$ cat config.mk
export PLATFORM = sky130hd
export DESIGN_NAME = axi_4_mst
export DESIGN_NICKNAME = d
export VERILOG_FILES = /design/src/rtl/axi_4_mst_pkg.sv /design/src/rtl/axi_4_mst_wdog.sv /design/src/rtl/axi_4_mst.sv
export SDC_FILE = /design/constraint.sdc
export NUM_CORES = 1
export LEC_CHECK = 0
export ABC_CLOCK_PERIOD_IN_PS = 2300
export BUFFER_PORTS_ARGS = -buffer_cell sky130_fd_sc_hd__buf_2
export CAP_MARGIN = 40
export CORE_AREA = 2 2 100 102
export CTS_CLUSTER_DIAMETER = 150
export DETAILED_ROUTE_END_ITERATION = 10
export DIE_AREA = 0 0 102 104
export PLACE_DENSITY_LB_ADDON = 0.05
export SLEW_MARGIN = 10
export SYNTH_ARGS = -nofsm -noshare
export SYNTH_HDL_FRONTEND = slang
export SYNTH_SLANG_ARGS = --single-unit
$ cat constraint.sdc
create_clock -name M_AXI_ACLK -period 2.3 [get_ports M_AXI_ACLK]
set_clock_uncertainty 0.1 [all_clocks]
set_input_delay 0.46 -clock M_AXI_ACLK [delete_from_list [all_inputs] [get_ports M_AXI_ACLK]]
set_output_delay 0.46 -clock M_AXI_ACLK [all_outputs]
set_load 0.02 [all_outputs]
$ cat src/rtl/axi_4_mst_pkg.sv
// Shared AXI4-Lite definitions for the axi_4_mst master: bus widths, response codes, handshake levels.
// Optional watchdog support in the master is enabled with AXI_MST_TIMEOUT_EN.
package axi_4_mst_pkg;

   localparam int AXI_ADDR_WIDTH = 32;
   localparam int AXI_DATA_WIDTH = 32;

   localparam logic [1:0] RESP_OKAY   = 2'b00;
   localparam logic [1:0] RESP_EXOKAY = 2'b01;
   localparam logic [1:0] RESP_SLVERR = 2'b10;
   localparam logic [1:0] RESP_DECERR = 2'b11;

   localparam logic LVL_ASSERT   = 1'b1;
   localparam logic LVL_DEASSERT = 1'b0;

   localparam logic [2:0] AXI_PROT_DEFAULT = 3'b000;

   function automatic int strb_width(input int data_width);
      return data_width / 8;
   endfunction

endpackage

$ cat src/rtl/axi_4_mst_wdog.sv
// Wait-state watchdog for axi_4_mst; only built when AXI_MST_TIMEOUT_EN is defined.
// Counts enabled cycles since the last clear and flags the final cycle of the budget.
`ifdef AXI_MST_TIMEOUT_EN
module axi_4_mst_wdog
   import axi_4_mst_pkg::*;
#(
   parameter int C_LIMIT = 256
) (
   input  logic clk,
   input  logic rst_n,
   input  logic enable,
   input  logic clear,
   output logic expired
);

   localparam int CNT_W = (C_LIMIT > 1) ? $clog2(C_LIMIT) : 1;
   localparam logic [CNT_W-1:0] CNT_LAST = CNT_W'(C_LIMIT - 1);

   logic [CNT_W-1:0] cnt_q;
   logic [CNT_W-1:0] cnt_d;

   assign expired = enable && (cnt_q == CNT_LAST);

   always_comb begin
      cnt_d = cnt_q;
      if (clear || !enable) begin
         cnt_d = '0;
      end else if (!expired) begin
         cnt_d = cnt_q + CNT_W'(1);
      end
   end

   always_ff @(posedge clk) begin
      if (!rst_n) begin
         cnt_q <= '0;
      end else begin
         cnt_q <= cnt_d;
      end
   end

endmodule
`endif

$ cat src/rtl/axi_4_mst.sv
// AXI4-Lite master: one user command in flight, converted to a single AXI read or write beat.
// Define AXI_MST_TIMEOUT_EN to abort stalled transactions with SLVERR after C_TIMEOUT_CYCLES.
module axi_4_mst
   import axi_4_mst_pkg::*;
#(
   parameter int C_AXI_ADDR_WIDTH = AXI_ADDR_WIDTH,
   parameter int C_AXI_DATA_WIDTH = AXI_DATA_WIDTH,
   parameter int C_TIMEOUT_CYCLES = 256
) (
   input  logic                          M_AXI_ACLK,
   input  logic                          M_AXI_ARESETN,
   input  logic                          CMD_VALID,
   output logic                          CMD_READY,
   input  logic                          CMD_WRITE,
   input  logic [C_AXI_ADDR_WIDTH-1:0]   CMD_ADDR,
   input  logic [C_AXI_DATA_WIDTH-1:0]   CMD_WDATA,
   input  logic [C_AXI_DATA_WIDTH/8-1:0] CMD_WSTRB,
   output logic                          RSP_VALID,
   input  logic                          RSP_READY,
   output logic                          RSP_WRITE,
   output logic [C_AXI_DATA_WIDTH-1:0]   RSP_RDATA,
   output logic [1:0]                    RSP_RESP,
   output logic                          M_AXI_AWVALID,
   input  logic                          M_AXI_AWREADY,
   output logic [C_AXI_ADDR_WIDTH-1:0]   M_AXI_AWADDR,
   output logic [2:0]                    M_AXI_AWPROT,
   output logic                          M_AXI_WVALID,
   input  logic                          M_AXI_WREADY,
   output logic [C_AXI_DATA_WIDTH-1:0]   M_AXI_WDATA,
   output logic [C_AXI_DATA_WIDTH/8-1:0] M_AXI_WSTRB,
   input  logic                          M_AXI_BVALID,
   output logic                          M_AXI_BREADY,
   input  logic [1:0]                    M_AXI_BRESP,
   output logic                          M_AXI_ARVALID,
   input  logic                          M_AXI_ARREADY,
   output logic [C_AXI_ADDR_WIDTH-1:0]   M_AXI_ARADDR,
   output logic [2:0]                    M_AXI_ARPROT,
   input  logic                          M_AXI_RVALID,
   output logic                          M_AXI_RREADY,
   input  logic [C_AXI_DATA_WIDTH-1:0]   M_AXI_RDATA,
   input  logic [1:0]                    M_AXI_RRESP
);

   localparam int STRB_W = strb_width(C_AXI_DATA_WIDTH);

   typedef enum logic [2:0] {
      ST_IDLE         = 3'd0,
      ST_WR_REQ       = 3'd1,
      ST_WR_RESP      = 3'd2,
      ST_RD_REQ       = 3'd3,
      ST_RD_DATA      = 3'd4,
      ST_RESP         = 3'd5,
      ST_TIMEOUT_RESP = 3'd6
   } state_e;

   state_e                      state_q, state_d;
   logic [C_AXI_ADDR_WIDTH-1:0] addr_q, addr_d;
   logic [C_AXI_DATA_WIDTH-1:0] wdata_q, wdata_d;
   logic [STRB_W-1:0]           wstrb_q, wstrb_d;
   logic                        write_q, write_d;
   logic                        aw_done_q, aw_done_d;
   logic                        w_done_q, w_done_d;
   logic                        rsp_write_q, rsp_write_d;
   logic [C_AXI_DATA_WIDTH-1:0] rsp_rdata_q, rsp_rdata_d;
   logic [1:0]                  rsp_resp_q, rsp_resp_d;

   logic cmd_fire;
   logic aw_fire;
   logic w_fire;
   logic ar_fire;
   logic timeout_fire;

   assign cmd_fire = CMD_VALID && CMD_READY;
   assign aw_fire  = M_AXI_AWVALID && M_AXI_AWREADY;
   assign w_fire   = M_AXI_WVALID && M_AXI_WREADY;
   assign ar_fire  = M_AXI_ARVALID && M_AXI_ARREADY;

   assign M_AXI_AWADDR = addr_q;
   assign M_AXI_ARADDR = addr_q;
   assign M_AXI_WDATA  = wdata_q;
   assign M_AXI_WSTRB  = wstrb_q;
   assign M_AXI_AWPROT = AXI_PROT_DEFAULT;
   assign M_AXI_ARPROT = AXI_PROT_DEFAULT;
   assign RSP_WRITE    = rsp_write_q;
   assign RSP_RDATA    = rsp_rdata_q;
   assign RSP_RESP     = rsp_resp_q;

`ifdef AXI_MST_TIMEOUT_EN
   logic wdog_enable;
   logic wdog_clear;
   logic wdog_expired;

   assign wdog_enable = (state_q == ST_WR_REQ) || (state_q == ST_WR_RESP) ||
                        (state_q == ST_RD_REQ) || (state_q == ST_RD_DATA);
   assign wdog_clear  = (state_d != state_q);

   axi_4_mst_wdog #(
      .C_LIMIT (C_TIMEOUT_CYCLES)
   ) u_wdog (
      .clk     (M_AXI_ACLK),
      .rst_n   (M_AXI_ARESETN),
      .enable  (wdog_enable),
      .clear   (wdog_clear),
      .expired (wdog_expired)
   );
`endif

   always_ff @(posedge M_AXI_ACLK) begin
      if (!M_AXI_ARESETN) begin
         state_q <= ST_IDLE;
      end else begin
         state_q <= state_d;
      end
   end

   always_comb begin
      state_d      = state_q;
      timeout_fire = 1'b0;
      case (state_q)
         ST_IDLE:    if (cmd_fire) state_d = CMD_WRITE ? ST_WR_REQ : ST_RD_REQ;
         ST_WR_REQ:  if ((aw_done_q || aw_fire) && (w_done_q || w_fire)) state_d = ST_WR_RESP;
         ST_WR_RESP: if (M_AXI_BVALID) state_d = ST_RESP;
         ST_RD_REQ:  if (ar_fire) state_d = ST_RD_DATA;
         ST_RD_DATA: if (M_AXI_RVALID) state_d = ST_RESP;
         ST_RESP:    if (RSP_READY) state_d = ST_IDLE;
         default:    state_d = ST_IDLE;
      endcase
`ifdef AXI_MST_TIMEOUT_EN
      // A handshake landing on the last budget cycle still wins over the abort.
      if (wdog_expired && (state_d == state_q)) begin
         state_d      = ST_RESP;
         timeout_fire = 1'b1;
      end
`endif
   end

   always_comb begin
      CMD_READY     = LVL_DEASSERT;
      RSP_VALID     = LVL_DEASSERT;
      M_AXI_AWVALID = LVL_DEASSERT;
      M_AXI_WVALID  = LVL_DEASSERT;
      M_AXI_BREADY  = LVL_DEASSERT;
      M_AXI_ARVALID = LVL_DEASSERT;
      M_AXI_RREADY  = LVL_DEASSERT;
      case (state_q)
         ST_IDLE:    CMD_READY = LVL_ASSERT;
         ST_WR_REQ: begin
            M_AXI_AWVALID = !aw_done_q;
            M_AXI_WVALID  = !w_done_q;
         end
         ST_WR_RESP: M_AXI_BREADY  = LVL_ASSERT;
         ST_RD_REQ:  M_AXI_ARVALID = LVL_ASSERT;
         ST_RD_DATA: M_AXI_RREADY  = LVL_ASSERT;
         ST_RESP:    RSP_VALID     = LVL_ASSERT;
         default:    CMD_READY     = LVL_DEASSERT;
      endcase
   end

   always_comb begin
      addr_d      = addr_q;
      wdata_d     = wdata_q;
      wstrb_d     = wstrb_q;
      write_d     = write_q;
      aw_done_d   = aw_done_q;
      w_done_d    = w_done_q;
      rsp_write_d = rsp_write_q;
      rsp_rdata_d = rsp_rdata_q;
      rsp_resp_d  = rsp_resp_q;
      if (cmd_fire) begin
         addr_d    = CMD_ADDR;
         wdata_d   = CMD_WDATA;
         wstrb_d   = CMD_WSTRB;
         write_d   = CMD_WRITE;
         aw_done_d = 1'b0;
         w_done_d  = 1'b0;
      end
      if (state_q == ST_WR_REQ) begin
         if (aw_fire) aw_done_d = 1'b1;
         if (w_fire)  w_done_d  = 1'b1;
      end
      if ((state_q == ST_WR_RESP) && M_AXI_BVALID) begin
         rsp_write_d = 1'b1;
         rsp_rdata_d = '0;
         rsp_resp_d  = M_AXI_BRESP;
      end
      if ((state_q == ST_RD_DATA) && M_AXI_RVALID) begin
         rsp_write_d = 1'b0;
         rsp_rdata_d = M_AXI_RDATA;
         rsp_resp_d  = M_AXI_RRESP;
      end
      if (timeout_fire) begin
         rsp_write_d = write_q;
         rsp_rdata_d = '0;
         rsp_resp_d  = RESP_SLVERR;
      end
   end

   always_ff @(posedge M_AXI_ACLK) begin
      if (!M_AXI_ARESETN) begin
         addr_q      <= '0;
         wdata_q     <= '0;
         wstrb_q     <= '0;
         write_q     <= 1'b0;
         aw_done_q   <= 1'b0;
         w_done_q    <= 1'b0;
         rsp_write_q <= 1'b0;
         rsp_rdata_q <= '0;
         rsp_resp_q  <= RESP_OKAY;
      end else begin
         addr_q      <= addr_d;
         wdata_q     <= wdata_d;
         wstrb_q     <= wstrb_d;
         write_q     <= write_d;
         aw_done_q   <= aw_done_d;
         w_done_q    <= w_done_d;
         rsp_write_q <= rsp_write_d;
         rsp_rdata_q <= rsp_rdata_d;
         rsp_resp_q  <= rsp_resp_d;
      end
   end

endmodule

==> results.md <==
- Yosys attributes the largest share of cell area to dfxtp_1 50%, nand2_1 15%, a21oi_1 12%.
- The worst-case IR drop observed on VDD is 468 uV.
- The clock passes through at most 2 buffers.
- After routing the design area is 0.00555 mm2.
- The number of rows in the core area is 36.
- The origin of the worst min-delay path is M_AXI_RDATA[23].
- The met2 track demand over resource in global routing is 36.1%.
- The TritonCTS clock tree is built.
- The tightest slew margin relative to the limit is 55.8%.
- The startpoint identified for the worst register-to-register timing path is state_q[2]$_SDFFE_PN0P_.
- The worst register-to-register path has a setup slack of 450 ps.
- Setup repair after global routing left no endpoint under its margin.
- The end of the worst register-to-register path is RSP_WRITE$_SDFFE_PP0P_.
- The number of enable-type register cells in the synthesized netlist is 0.
- The floorplan step set the die width to 102 um.
- The post-CTS clock slew at the launch and capture registers of the worst setup and hold paths is 100 ps.
- At the pin with the least slew margin, the transition time is 660 ps.
- Summing all placed instances gives a cell area of 0.00537 mm2.
- The number of setup buffers added after CTS is 0.
- The total clock sinks is 108.
- The H-tree generated during clock tree synthesis spans 3 levels.
- In this run the cell area of the synthesized design comes to 0.00430 mm2.
- The fraction of layout instances using a drive strength above 1 is 38.4%.
- The highest clock frequency the design can meet is 465 MHz.
- The tightest min-delay check is of the input pin to flop type.
- The all-layer global routing usage is 21.0%.
- The via count of the first global-routing pass was 3728.
- The number of maximum-capacitance violations is 0.
- The clock reaches the later pin of the worst-skew pair after 360 ps.
- STA classifies the critical path endpoint as a primary output.
- The first global-routing pass estimated 17.8 mm of wire.
- STA puts the critical path data required time at 1740 ps.
- By area, the combinational part of the netlist is dominated by simple AND/OR/NAND/NOR gates.
- In this run the tool buffered the top-level ports with 255 buffer cells.
- Grouping stages by cell kind, the critical path spends the most delay in simple AND/OR/NAND/NOR gates.
- The wire-length estimate of the detail-placed layout is 8.51 mm.
- Of the total synthesized cell area, the portion taken by full adders, half adders and majority gates is 0%.
- Data arrives at the worst endpoint at 1590 ps.
- The share of Yosys cell area claimed by the top area cell type is 50.2%.
- Summed over all instances, the cell type with the most area after synthesis is dfxtp_1.
- The number of distinct library cells after synthesis is 32.
- The sort of element at the start of the critical path is a flop.
- For this run, asynchronously set or reset flops after synthesis account for 0%.
- The sequential share of the synthesized area is 50.2%.
- The placer congestion estimate is 0.815.
- Synthesis handed over a netlist of 536 instances.
- Along the worst path, the maximum fanout reaches 11.
- Summing the areas of all compound-gate instances in the mapped netlist gives 13.8% of the synthesized area.
- The number of antenna repair diodes is 0.
- The peak per-stage delay on the critical path is 480 ps.
- The initial antenna violation count was 0.
- The flop and latch count out of synthesis is 108.
- The run finished with clean final reports.
- The end of the worst hold path is RSP_RDATA[23]$_SDFFE_PN0P_.
- The post-route minimum period is 2150 ps.
- The final layout contains 852 nets.
- The fraction of synthesized area in multiplexers is 0.698%.
- The slowest stage of the critical path is the dfxtp_2 cell.
- For this run, the number of Yosys warnings is 0.
- Across all layers, the routed design uses 4186 vias.
- Among all flip-flop cells after synthesis, the most frequent one is dfxtp_1.
- The count of boundary I/O pins is 262.
- The met1 layer usage reported by global route is 23.7%.
- The chip height is 104 um.
- The effective utilization at floorplan is 45.1%.
- The critical path goes through or3b_1 > nor2_1 > buf_2.
- Dividing total power by cell area gives a power density of 1040 mW/mm2.
- Counting the buffers created by CTS gives 9.
- Counting instances, the worst hold path has a depth of 3.
- The worst path buffer plus inverter count is 1.
- Summed over all layers, the routed wires come to 11.6 mm.
- The setup TNS after final layout is 0 ps.
- Entering global routing, the biggest net connects 69 pins.
- For this run the aggregate overflow at the end of global routing stands at 0.
- After global routing, the most crowded layer is met2.
- The total leakage power is 2.71 nW.
- The cell at the root of the clock tree is clkbuf_8.
- The detailed-router iteration count before antenna repair is 5.
- The count of hold-fix buffers inserted at cts is 0.
- The number of hold violations in the final report came to 0.
- In this run, the number of DRC markers left after iteration 0 of detailed routing was 136.
- In the routed layout, each cell is associated on average with a via count of 4.78.
- The share of the clock period used by the worst path after layout is 93.6%.
- The critical path is of the flop to primary output type.
- The total count of max-transition violations in the final report is 0.
- The final-report setup violation count is 0.
- The core region is 0.00955 mm2.
- The synthesized netlist devotes 0% of its cell area to XOR and XNOR gates.
- The met3 capacity usage during global routing is 5.31%.
- Dividing the synthesized area by the synthesized cell count gives 8.03 um2.
- The count of nets left with antenna violations once routing finished came out at 0.
- The simple-gate share of the synthesized area is 23.2%.
- Measured in cells, the most critical reg-to-reg path has a length of 5.
- For this run, design rule violations remaining after detail routing come to 0.
- From synthesis to final layout, the design area changed by 29.0%.
- The post-detailed-route wirelength per cell is 13.3 um.
- The area of the die is 0.0106 mm2.
## area by class of cell
| cell class | count | area [um2] |
|---|---|---|
| fillers | 945 | 4000 |
| flip-flops and latches | 108 | 2160 |
| multi-input cells | 355 | 1650 |
| repair buffers | 263 | 1390 |
| clock buffers | 15 | 176 |
| well taps | 133 | 166 |
| clock inverters | 1 | 5.00 |
| inverters | 1 | 5.00 |
## logic make-up (layout without fill, tap and decap cells)
logic type             after synthesis  count (layout)
AND/OR/NAND/NOR                    233             233
AO/OA/AOI/OAI                      113             113
flip-flops                         108             108
buffers and inverters               78             280
multiplexers                         3               3
other                                1               6
## cell usage after synthesis (all sizes together), types with 2 or more instances
library cell,number
nand2,173
dfxtp,108
a21oi,102
buf,59
nand3,33
clkbuf,18
nor2,7
and2,6
nor2b,4
mux2i,3
nor3,3
a211oi,2
a22oi,2
nand3b,2
nor3b,2
o211a,2
o21ai,2
## timing repair
item                       4_1_cts  5_1_grt
gates resized for setup          1        1
setup endpoints to repair        2        2
gates cloned                     0        0
## layer usage
layer / up-vias / part of all wire [%]
met5: - / 0
met2: 163 / 49
met3: 29 / 8.0
met4: 0 / 3.1
li1: 2105 / -
met1: 1889 / 40
## where the power goes
part           internal (W)  leakage, nW  switching, W
sequential          0.00219        0.881      0.000233
combinational      0.000772         1.73       0.00149
clock              0.000484       0.0937      0.000593
total               0.00344         2.71       0.00232
## registers in the layout, summed over array words and instances, names as in the netlist
signal	cells
M_AXI_ARADDR	32
M_AXI_WDATA	32
M_AXI_WSTRB	4
RSP_RDATA	32
RSP_RESP	2
RSP_WRITE	1
aw_done_q	1
state_q	3
w_done_q	1
## worst reg2reg max path, cell delays in order (launching register included)
cell and delay, ps:
dfxtp_1 430, nor2_1 290, nand3_2 400, buf_4 320
nor2b_1 130, nor3_1 110
## layout by cell type, fill, tap and decap left out, types with 2 or more instances in the layout
| cell type | n |
|---|---|
| buf_4 | 4 |
| clkbuf_8 | 12 |
| buf_2 | 255 |
| o21ai_0 | 2 |
| nand3_1 | 32 |
| clkbuf_1 | 3 |
| dfxtp_1 | 106 |
| nor3_1 | 2 |
| mux2i_1 | 3 |
| nand2_1 | 171 |
| o211a_1 | 2 |
| nor2_1 | 7 |
| nand2_2 | 2 |
| dfxtp_2 | 2 |
| a21oi_1 | 102 |
| a22oi_1 | 2 |
| nand3b_1 | 2 |
| nor2b_1 | 4 |
| buf_12 | 4 |
| conb_1 | 6 |
| clkinv_2 | 2 |
| and2_1 | 5 |
| a211oi_1 | 2 |
## worst max path at each step
stage | start | endpoint | slack, ps | cells after the start
after CTS | state_q[1]$_SDFFE_PN0P_ | M_AXI_WVALID | 80 | 3
final | state_q[0]$_SDFFE_PN0P_ | M_AXI_AWVALID | 150 | 3
after global placement | state_q[0]$_SDFFE_PN0P_ | M_AXI_AWVALID | 440 | 3
after detailed placement | state_q[1]$_SDFFE_PN0P_ | RSP_WRITE$_SDFFE_PP0P_ | 400 | 4
after global routing | state_q[0]$_SDFFE_PN0P_ | M_AXI_WVALID | 70 | 3
after floorplan | state_q[0]$_SDFFE_PN0P_ | M_AXI_AWVALID | 540 | 3
## stage by stage
step	total power [W]	setup WS [ps]	hold slack (ps)	utilization, %	cells
floorplan	0.00418	539	389	-	541
global placement	0.00470	440	340	56.2	860
detailed placement	0.00475	396	343	56.2	860
CTS	0.00583	79.5	206	58.1	876
global route	0.00614	68.7	214	58.1	876
finish	0.00576	147	223	58.1	876
Note: power is estimated with default switching activity, not from simulation.
